<file path="src/rtl/risc_spm_pkg.sv">
// Shared constants and types for the RISC-SPM memory subsystem: bus widths,
// burst limit, arbiter state encoding and port-select values.
package risc_spm_pkg;

  localparam int DEF_WORD_SIZE = 8;
  localparam int DEF_ADDR_SIZE = 8;
  localparam int DEF_MAX_BURST = 4;

  typedef enum logic [1:0] {
    ST_BOOT    = 2'd0,
    ST_IDLE    = 2'd1,
    ST_GRANT_A = 2'd2,
    ST_GRANT_B = 2'd3
  } arb_state_t;

  typedef enum logic {
    PORT_A = 1'b0,
    PORT_B = 1'b1
  } port_sel_t;

endpackage

</file>
<file path="src/rtl/mem_arbiter.sv">
// Two-port arbiter in front of a single-port synchronous memory. Port B (the
// loader) owns memory during boot; afterwards CPU port A and port B share it.
module mem_arbiter
  import risc_spm_pkg::*;
#(
  parameter int WORD_SIZE = DEF_WORD_SIZE,
  parameter int ADDR_SIZE = DEF_ADDR_SIZE,
  parameter int MAX_BURST = DEF_MAX_BURST
) (
  input  logic                 clk,
  input  logic                 rst,
  input  logic                 req_a,
  input  logic                 we_a,
  input  logic [ADDR_SIZE-1:0] addr_a,
  input  logic [WORD_SIZE-1:0] wdata_a,
  output logic                 gnt_a,
  output logic [WORD_SIZE-1:0] rdata_a,
  output logic                 rvalid_a,
  input  logic                 req_b,
  input  logic                 we_b,
  input  logic [ADDR_SIZE-1:0] addr_b,
  input  logic [WORD_SIZE-1:0] wdata_b,
  output logic                 gnt_b,
  output logic [WORD_SIZE-1:0] rdata_b,
  output logic                 rvalid_b,
  input  logic                 boot_done,
  output logic                 cpu_run,
  output logic                 mem_en,
  output logic                 mem_we,
  output logic [ADDR_SIZE-1:0] mem_addr,
  output logic [WORD_SIZE-1:0] mem_wdata,
  input  logic [WORD_SIZE-1:0] mem_rdata
);

  localparam int CNT_W = $clog2(MAX_BURST + 1);

  arb_state_t       r_state;
  arb_state_t       w_state_next;
  logic [CNT_W-1:0] r_beat_cnt;
  logic [CNT_W-1:0] w_cnt_next;
  port_sel_t        r_last_served;
  port_sel_t        w_last_next;
  logic             r_rvalid_a;
  logic             r_rvalid_b;
  logic             w_beat_a;
  logic             w_beat_b;
  logic             w_burst_end;

  // A beat never happens in a reset cycle, which also aborts any read in flight.
  assign w_beat_a    = !rst && (r_state == ST_GRANT_A) && req_a;
  assign w_beat_b    = !rst && ((r_state == ST_GRANT_B) || (r_state == ST_BOOT)) && req_b;
  assign w_burst_end = (r_beat_cnt == CNT_W'(MAX_BURST - 1));

  // State register
  always_ff @(posedge clk) begin
    // NOTE: sequential state uses non-blocking assignments so every flop samples
    // pre-edge values regardless of statement order.
    if (rst) begin
      r_state       <= ST_BOOT;
      r_beat_cnt    <= '0;
      r_last_served <= PORT_A;
      r_rvalid_a    <= 1'b0;
      r_rvalid_b    <= 1'b0;
    end else begin
      r_state       <= w_state_next;
      r_beat_cnt    <= w_cnt_next;
      r_last_served <= w_last_next;
      r_rvalid_a    <= w_beat_a && !we_a;
      r_rvalid_b    <= w_beat_b && !we_b;
    end
  end

  // Next-state logic
  always_comb begin
    // NOTE: every output of this block gets a default first so no path leaves a
    // variable unassigned, which would otherwise infer a latch.
    w_state_next = r_state;
    w_cnt_next   = r_beat_cnt;
    w_last_next  = r_last_served;
    unique case (r_state)
      ST_BOOT: begin
        if (boot_done) w_state_next = ST_IDLE;
      end
      ST_IDLE: begin
        if (req_a && req_b)
          w_state_next = (r_last_served == PORT_A) ? ST_GRANT_B : ST_GRANT_A;
        else if (req_a)
          w_state_next = ST_GRANT_A;
        else if (req_b)
          w_state_next = ST_GRANT_B;
      end
      ST_GRANT_A: begin
        if (!req_a) begin
          w_state_next = req_b ? ST_GRANT_B : ST_IDLE;
        end else if (w_burst_end) begin
          w_cnt_next = '0;
          if (req_b) w_state_next = ST_GRANT_B;
        end else begin
          w_cnt_next = r_beat_cnt + 1'b1;
        end
      end
      ST_GRANT_B: begin
        if (!req_b) begin
          w_state_next = req_a ? ST_GRANT_A : ST_IDLE;
        end else if (w_burst_end) begin
          w_cnt_next = '0;
          if (req_a) w_state_next = ST_GRANT_A;
        end else begin
          w_cnt_next = r_beat_cnt + 1'b1;
        end
      end
      default: w_state_next = ST_BOOT;
    endcase
    // Any state change restarts the burst count and records who was just served.
    if (w_state_next != r_state) begin
      w_cnt_next = '0;
      if (r_state == ST_GRANT_A) w_last_next = PORT_A;
      if (r_state == ST_GRANT_B) w_last_next = PORT_B;
    end
  end

  // Output logic
  always_comb begin
    gnt_a     = w_beat_a;
    gnt_b     = w_beat_b;
    mem_en    = w_beat_a || w_beat_b;
    mem_we    = 1'b0;
    mem_addr  = '0;
    mem_wdata = '0;
    if (w_beat_a) begin
      mem_we    = we_a;
      mem_addr  = addr_a;
      mem_wdata = wdata_a;
    end else if (w_beat_b) begin
      mem_we    = we_b;
      mem_addr  = addr_b;
      mem_wdata = wdata_b;
    end
    // Read data arrives from memory the cycle after the beat; pass it straight through.
    rvalid_a = r_rvalid_a && !rst;
    rvalid_b = r_rvalid_b && !rst;
    rdata_a  = rvalid_a ? mem_rdata : '0;
    rdata_b  = rvalid_b ? mem_rdata : '0;
    cpu_run  = !rst && (r_state != ST_BOOT);
  end

endmodule

</file>
<file path="config.mk">
export PLATFORM = sky130hd
export DESIGN_NAME = mem_arbiter
export DESIGN_NICKNAME = d
export VERILOG_FILES = /design/src/rtl/risc_spm_pkg.sv /design/src/rtl/mem_arbiter.sv
export SDC_FILE = /design/constraint.sdc
export NUM_CORES = 1
export LEC_CHECK = 0
export CORE_MARGIN = 2
export CORE_UTILIZATION = 31
export DETAILED_ROUTE_END_ITERATION = 6
export PLACE_DENSITY = 0.8
export REMOVE_ABC_BUFFERS = 1
export SYNTH_ARGS = -nofsm -noshare
export SYNTH_HDL_FRONTEND = slang
export SYNTH_SLANG_ARGS = --single-unit
</file>
<file path="constraint.sdc">
create_clock -name clk -period 3 [get_ports clk]
set_input_delay 0.6 -clock clk [delete_from_list [all_inputs] [get_ports clk]]
set_output_delay 0.6 -clock clk [all_outputs]
set_load 0.01 [all_outputs]
</file>
-- After elaboration in Yosys (flattened, before gate mapping)
Cells that the tools add are included.
- register bits: 8
- logic and storage cells: 61
- bits of input ports: 47
- add/subtract/negate cells: 1
- equality and inequality tests: 7
- reductions and logical operators: 21
- multiplexer cells: 27
- operator list (kind ; count):
    $mux 8 ; 6
    $mux 2 ; 11
    $logic_and 1x1->1 ; 10
    $mux 3 ; 3
    $pmux 2 s4 ; 1
    $pmux 3 s2 ; 1
    $mux 1 ; 5
    $eq 2x2->1 const B ; 2
    $ne 2x2->1 const B ; 2
    $reduce_bool 2->1 ; 2
    $add 3x1->3 const B ; 1
    $eq 3x2->1 const B ; 1
    $logic_not 1->1 ; 3
    $reduce_and 3->1 ; 1
    $eq 2x1->1 const B ; 1
    $logic_not 2->1 ; 1
    $logic_or 1x1->1 ; 2
    $ne 2x2->1 ; 1
    $reduce_and 2->1 ; 1
    $reduce_or 2->1 ; 1

-- Logic depth before layout (Yosys ltp)
Gate-level depths: netlist (run 1).
- depth in word-level cells: 6
- depth in mapped cells: 8
- depth with buffers taken out: 7

-- Least setup slack after synthesis (run 1)
OpenSTA, ideal clock, no wires.
- path kind: register -> output
- from: reg r_state[0]
- to: out mem_addr[0]
- cell stages (with the launch flop): 7
- arrival time: 1.833 ns
- required time: 2.400 ns
- slack: 0.567 ns
- cell sequence: dfxtp_1 > inv_1 > ha_1 > nand2_1 > nor2_1 > clkbuf_1 > a22o_1
- RTL lines (what ; line ; source):
    start: declaration ; mem_arbiter.sv:37 ; arb_state_t r_state;
    start signal: assignment ; mem_arbiter.sv:65 ; r_state <= w_state_next;
    $eq 2x2->1 ; mem_arbiter.sv:50 ; assign w_beat_a = !rst && (r_state == ST_GRANT_A) && req_a;
    $logic_and 1x1->1 (2 in a row) ; mem_arbiter.sv:50 ;
    net gnt_a ; mem_arbiter.sv:16 ; output logic gnt_a,
    $mux 8 ; mem_arbiter.sv:130 ; if (w_beat_a) begin
    end: declaration ; mem_arbiter.sv:30 ; output logic [ADDR_SIZE-1:0] mem_addr,
The timed path passes the listed nets, and every way through them passes these cells.

-- Worst setup path in the final report (run 1)
- from: in rst
- to: out gnt_a
- word-level cells in the longest chain between the ends: 3
- ends and longest elaborated chain (what ; line ; source):
    start: declaration ; mem_arbiter.sv:11 ; input logic rst,
    $logic_not 1->1 ; mem_arbiter.sv:50 ;
    $logic_and 1x1->1 (2 in a row) ; mem_arbiter.sv:50 ;
    end: declaration ; mem_arbiter.sv:16 ;
Every way passes these cells.

==> results of run 1 <==
stage by stage:
| stage | instance area [sq um] | power [mW] | TNS, ns | worst slack [ns] | util |
|---|---|---|---|---|---|
| 2_1_floorplan | 922 | 0.605 | 0 | 0.263 | - |
| 3_3_place_gp | 1910 | 0.913 | -1.79 | -0.119 | 0.636 |
| 3_5_place_dp | 1910 | 0.941 | -2.07 | -0.138 | 0.636 |
| 4_1_cts | 1910 | 0.994 | 0 | 0.0389 | 0.636 |
| 5_1_grt | 1910 | 1.07 | 0 | 0.0213 | 0.637 |
| 6_report | 1910 | 0.989 | 0 | 0.104 | 0.637 |
sequential cells by signal (all words and copies together), names as in the netlist:
register and flops:
r_beat_cnt 3, r_state 2, r_last_served 1, r_rvalid_a 1, r_rvalid_b 1
cell families after synthesis:
group,count (synthesis),share of synthesized area
AOI/OAI and AO/OA,41,0.348
adders and majority gates,5,0.0649
muxes,4,0.0467
DFF,8,0.166
buffers and inverters,16,0.0740
and+or+nand+nor,51,0.300
metal layers:
| metal | up-vias | share of wire | global-route usage |
|---|---|---|---|
| met3 | 4 | 0.090 | 0.0758 |
| met4 | 0 | 0.0072 | 0.0381 |
| met2 | 55 | 0.54 | 0.362 |
| li1 | 639 | - | - |
| met5 | - | 0 | 0 |
| met1 | 586 | 0.36 | 0.205 |
power by group through the flow:
stage / Sequential (mW) / Combinational [mW] / Clock [mW]
4_1_cts: 0.141 / 0.769 / 0.0843
3_5_place_dp: 0.144 / 0.797 / 0
3_3_place_gp: 0.142 / 0.772 / 0
6_report: 0.142 / 0.767 / 0.0805
5_1_grt: 0.144 / 0.836 / 0.0909
2_1_floorplan: 0.146 / 0.458 / 0
cell type report:
cell class                      instances  area [sq um]
Clock buffer                            3          22.5
Timing Repair Buffer                   96           927
Fill cell                             281          1090
Multi-Input combinational cell        101           732
Tap cell                               33          41.3
Inverter                                8          30.0
Sequential cell                         8           160
critical path: stages:
cell and delay [ns]:
clkdlybuf4s50_1 0.44, buf_4 0.20, nor2_1 0.22, buf_4 0.26, clkdlybuf4s50_1 0.56
how the worst max path moves through the flow:
stage,startpoint,to
2_1_floorplan,r_state[0],mem_addr[0]
3_3_place_gp,req_b,mem_addr[2]
3_5_place_dp,req_b,mem_addr[3]
4_1_cts,req_b,mem_en
5_1_grt,req_b,gnt_b
6_report,rst,gnt_a
cell usage in the layout (no fill, tap or decap), types with 5 or more instances in the layout:
cell / instances
clkdlybuf4s50_1: 67
a22o_1: 17
dlygate4sd2_1: 17
and2_1: 16
buf_4: 10
nand2_1: 9
nor2_1: 8
inv_1: 8
dfxtp_1: 8
nor2b_1: 5
a21oi_1: 5
ha_1: 5
repair_timing:
| item | CTS | global route |
|---|---|---|
| setup endpoints to repair | 17 | 1 |
| resized for setup | 17 | 1 |
| pin swaps | 0 | 0 |
==> flow_metrics.env, run 1 <==
export IMPL_ir_worst_vdd_v=0.000308
export IMPL_synth_most_common_cell="a22o_1"
export IMPL_initial_core_util=0.321
export IMPL_syn_avg_cell_area_sq_um=7.71
export IMPL_crit_required_ns=2.40
export IMPL_drive_above_1_share=0.0972
export IMPL_stdcell_count=249
export IMPL_p_seq_frac=0.143
export IMPL_num_vias=1284
export IMPL_die_h_um=59.7
export IMPL_p_clk_frac=0.081
export IMPL_reg2regPathDepth=7
export IMPL_timing_critical_path_from_type="primary input"
export IMPL_die_w_um=59.7
export IMPL_ios=86
export IMPL_diodes=0
export IMPL_cts_made_buffers=3
export IMPL_grtUsageTotal=0.194
export IMPL_r2r_slack_ns=0.78
export IMPL_overflow=0
export IMPL_portBuffers=85
export IMPL_r2r_start="r_state[1]"
export IMPL_clk_pin_slew_ns=0.05
export IMPL_holdWs_ns=0.453
export IMPL_worst_pin_slew_ns=0.624
export IMPL_wl_mm=3.49
export IMPL_arrival_ns=2.30
export IMPL_drcViolationCount=0
export IMPL_wl_per_cell_um=14.0
export IMPL_hold_viol=0
export IMPL_drt_pass1_iterations=4
export IMPL_ctsHoldBuffers=0
export IMPL_ys_ff_latch=8
export IMPL_maxSlewHeadroom=0.579
export IMPL_grt_max_degree=18
export IMPL_power_internal_uw=552
export IMPL_htree_levels=1
export IMPL_area_growth_pct=98.6
export IMPL_row_count=20
export IMPL_synth_edf_count=0
export IMPL_cts_tree="built"
export IMPL_synth_async_sr_flop_share=0
export IMPL_grt_pass1_vias=1228
export IMPL_worstHoldPathType="flip-flop to flip-flop"
export IMPL_synth_area_sq_um=963
export IMPL_ys_warn_count=0
export IMPL_rsz0062_at_grt="false"
export IMPL_ys_flop_type="dfxtp_1"
export IMPL_drt_iter0_drc=81
export IMPL_cts_root_buf="clkbuf_4"
export IMPL_endpoint_kind="primary output"
export IMPL_p_leak_nw=0.863
export IMPL_drv_slew=0
export IMPL_drtAntennaViolNets=0
export IMPL_synth_seq_area_share=0.166
export IMPL_maxCapViolCount=0
export IMPL_dieArea_sq_um=3570
export IMPL_viasPerCell=5.16
export IMPL_path_class="primary input to primary output"
export IMPL_p_comb_frac=0.775
export IMPL_netlist_top_cells_area="dfxtp_1, a22o_1, and2_1"
export IMPL_synthTopCellsByCount="a22o_1, and2_1, nand2_1"
export IMPL_routabilityCongestion=0.777
export IMPL_synthesis_instances=125
export IMPL_path_max_fanout=17
export IMPL_nNetsFinal=270
export IMPL_cts_sinks=8
export IMPL_hold_depth=2
export IMPL_coreArea_sq_um=3000
export IMPL_post_route_period_util=0.965
export IMPL_cts_setup_buffers=0
export IMPL_synth_cell_types=41
export IMPL_synth_top_area_cell="dfxtp_1"
export IMPL_finalSetupViolations=0
export IMPL_netSwitchingPower_uw=437
export IMPL_placed_cells=246
export IMPL_synth_top_cell_area_share=0.166
export IMPL_r2r_end="r_beat_cnt[2]"
export IMPL_status="finished, final reports clean"
export IMPL_detailed_place_hpwl_mm=2.94
export IMPL_clk_latency_ns=0.25
export IMPL_skew_ns=0.00127
export IMPL_grt_antenna_before_repair=0
export IMPL_holdPathEnd="r_beat_cnt[2]"
export IMPL_min_from="r_beat_cnt[2]"
export IMPL_cellPowerDensity_nw_per_um2=517
export IMPL_period_needed_ns=2.90
export IMPL_fmax_mhz=345
export IMPL_swShare=0.442
export IMPL_grt_pass1_wl_mm=5.38
export IMPL_clockBufferDepth=2
Note: power is estimated with default switching activity, not from simulation.
==> inputs of run 2 (changes only) <==
CELL_PAD_IN_SITES_DETAIL_PLACEMENT = 1   (was default)
CELL_PAD_IN_SITES_GLOBAL_PLACEMENT = 1   (was default)
CORE_UTILIZATION = 22   (was 31)
CTS_CLUSTER_SIZE = 16   (was default)
PLACE_DENSITY = default   (was 0.8)
PLACE_DENSITY_LB_ADDON = 0.1   (was default)
clock period = 3.6 ns   (was 3 ns; I/O delays follow)
==> flow_metrics.env, run 2 (same netlist as run 1, synthesis figures left out) <==
export IMPL_period_needed_ns=3.43
export IMPL_grt_pass1_wl_mm=6.44
export IMPL_tns_ns=0
export IMPL_worst_pin_slew_ns=0.604
export IMPL_finalSetupViolations=0
export IMPL_viasPerCell=4.94
export IMPL_drt_pass1_iterations=4
export IMPL_top_usage_layer="met2"
export IMPL_drtAntennaViolNets=0
export IMPL_r2r_end="r_beat_cnt[2]"
export IMPL_drive_above_1_share=0.0802
export IMPL_crit_required_ns=2.88
export IMPL_ir_worst_vdd_v=0.000145
export IMPL_post_route_util=0.454
export IMPL_cellPowerDensity_nw_per_um2=463
export IMPL_timing_critical_path_from_type="primary input"
export IMPL_skew_ns=0.00560
export IMPL_critPathTopFamily="buffers and inverters"
export IMPL_row_count=24
export IMPL_fmax_mhz=292
export IMPL_drv_slew=0
export IMPL_placed_cells=260
export IMPL_final_common_cell="clkdlybuf4s50_1"
export IMPL_ios=86
export IMPL_critPathSlowestCell="clkdlybuf4s50_1"
export IMPL_routabilityCongestion=0.854
export IMPL_totalPowerFinal_uw=903
export IMPL_grtUsageMet3=0.0519
export IMPL_holdPathEnd="r_beat_cnt[2]"
export IMPL_top_regs="r_beat_cnt: 3 flops, r_state: 2 flops"
export IMPL_maxSlewHeadroom=0.592
export IMPL_largest_register_ffs=3
export IMPL_mostFrequentLayoutCells="clkdlybuf4s50_1, a22o_1, and2_1, nand2_1"
export IMPL_hold_viol=0
export IMPL_worstHoldPathType="flip-flop to flip-flop"
export IMPL_gr_usage_met1=0.175
export IMPL_path_class="primary input to primary output"
export IMPL_cp_num_buf_inv=4
export IMPL_drt_iter0_drc=55
export IMPL_arrival_ns=2.71
export IMPL_p_leak_nw=0.763
export IMPL_clockBufferDepth=2
export IMPL_num_vias=1305
export IMPL_die_w_um=70.2
export IMPL_r2r_slack_ns=1.16
export IMPL_wl_mm=4.01
export IMPL_htree_levels=1
export IMPL_nNetsFinal=266
export IMPL_globalRouteMet2Util=0.301
export IMPL_portBuffers=85
export IMPL_hold_depth=2
export IMPL_path_max_fanout=12
export IMPL_grt_pass1_vias=1392
export IMPL_die_h_um=70.2
export IMPL_status="finished, final reports clean"
export IMPL_cts_made_buffers=3
export IMPL_top_register="r_beat_cnt"
export IMPL_critPathMaxStageDelay_ns=0.55
export IMPL_r2r_start="r_state[0]"
export IMPL_initial_core_util=0.224
export IMPL_wl_per_cell_um=15.2
export IMPL_area_growth_pct=102
export IMPL_overflow=0
export IMPL_cts_sinks=8
export IMPL_post_route_period_util=0.953
export IMPL_grt_max_degree=19
export IMPL_grt_antenna_before_repair=0
export IMPL_coreArea_sq_um=4290
export IMPL_detailed_place_hpwl_mm=3.35
export IMPL_cts_root_buf="clkbuf_8"
export IMPL_maxCapViolCount=0
export IMPL_clk_pin_slew_ns=0.05
export IMPL_diodes=0
export IMPL_crit_path_cell_trace="clkdlybuf4s50_1 -> buf_4 -> buf_4 -> nor2b_1 -> and2_1 -> clkdlybuf4s50_1"
export IMPL_drcViolationCount=0
export IMPL_dieArea_sq_um=4920
export IMPL_min_from="r_beat_cnt[2]"
export IMPL_stdcell_count=264
export IMPL_cts_tree="built"
export IMPL_clk_latency_ns=0.24
export IMPL_reg2regPathDepth=7
export IMPL_endpoint_kind="primary output"
export IMPL_grtUsageTotal=0.163
export IMPL_rsz0062_at_grt="false"
[run 2: cell count changes in the layout (fill, tap and decap cells not counted), sizes merged]
cell,delta
dlygate4sd2,-17
clkdlybuf4s50,+18
buf,-4
dlymetal6s2s,-1
[run 2: metrics by stage]
| step | hold slack [ns] | setup WS [ns] | cell area (sq um) |
|---|---|---|---|
| floorplan | 0.423 | 0.743 | 922 |
| global placement | 0.439 | -0.0803 | 1880 |
| detailed placement | 0.449 | -0.131 | 1880 |
| CTS | 0.458 | 0.0822 | 1930 |
| global route | 0.474 | 0.0178 | 1950 |
| finish | 0.452 | 0.171 | 1950 |
[run 2: per-layer routing]
metal  share of wire  up-vias
met5               0        -
met4           0.010        0
met2            0.52       57
li1                -      628
met1            0.38      613
met3           0.088        7
[run 2: worst reg2reg max path, delay by kind of cell (launching register included)]
family,cells,cell delay (ns)
flip-flops,1,0.47
buffers and inverters,1,0.17
adder cells (fa/ha/maj),1,0.33
AND/OR/NAND/NOR,2,0.46
AO/OA/AOI/OAI,3,0.91
[run 2: layout make-up]
cell class | count | area (sq um)
clock buffers | 3 | 41.3
fillers | 510 | 2340
inverters | 8 | 30.0
multi-input cells | 101 | 737
flip-flops and latches | 8 | 160
well taps | 52 | 65.1
repair buffers | 92 | 916
[run 2: worst max path at each step]
stage	from	to	slack, ns	cells after the start
3_5_place_dp	req_b	mem_addr[6]	-0.13	6
5_1_grt	rst	rdata_a[7]	0.02	6
3_3_place_gp	req_b	mem_wdata[4]	-0.08	6
4_1_cts	req_b	mem_addr[6]	0.08	6
6_report	rst	rdata_a[2]	0.17	6
2_1_floorplan	r_state[0]	mem_addr[0]	0.74	6
[run 2: where the power goes]
| group | internal, mW | switching [mW] | total, mW |
|---|---|---|---|
| clock | 0.0731 | 0.0419 | 0.115 |
| sequential | 0.105 | 0.0224 | 0.127 |
| combinational | 0.336 | 0.324 | 0.660 |
[run 2: repair_timing]
item                       4_1_cts  5_1_grt
gates resized for setup          1        0
setup endpoints to repair       17       12
hold buffers                     0        0
pin swaps                        0        1
setup buffers                    0        1
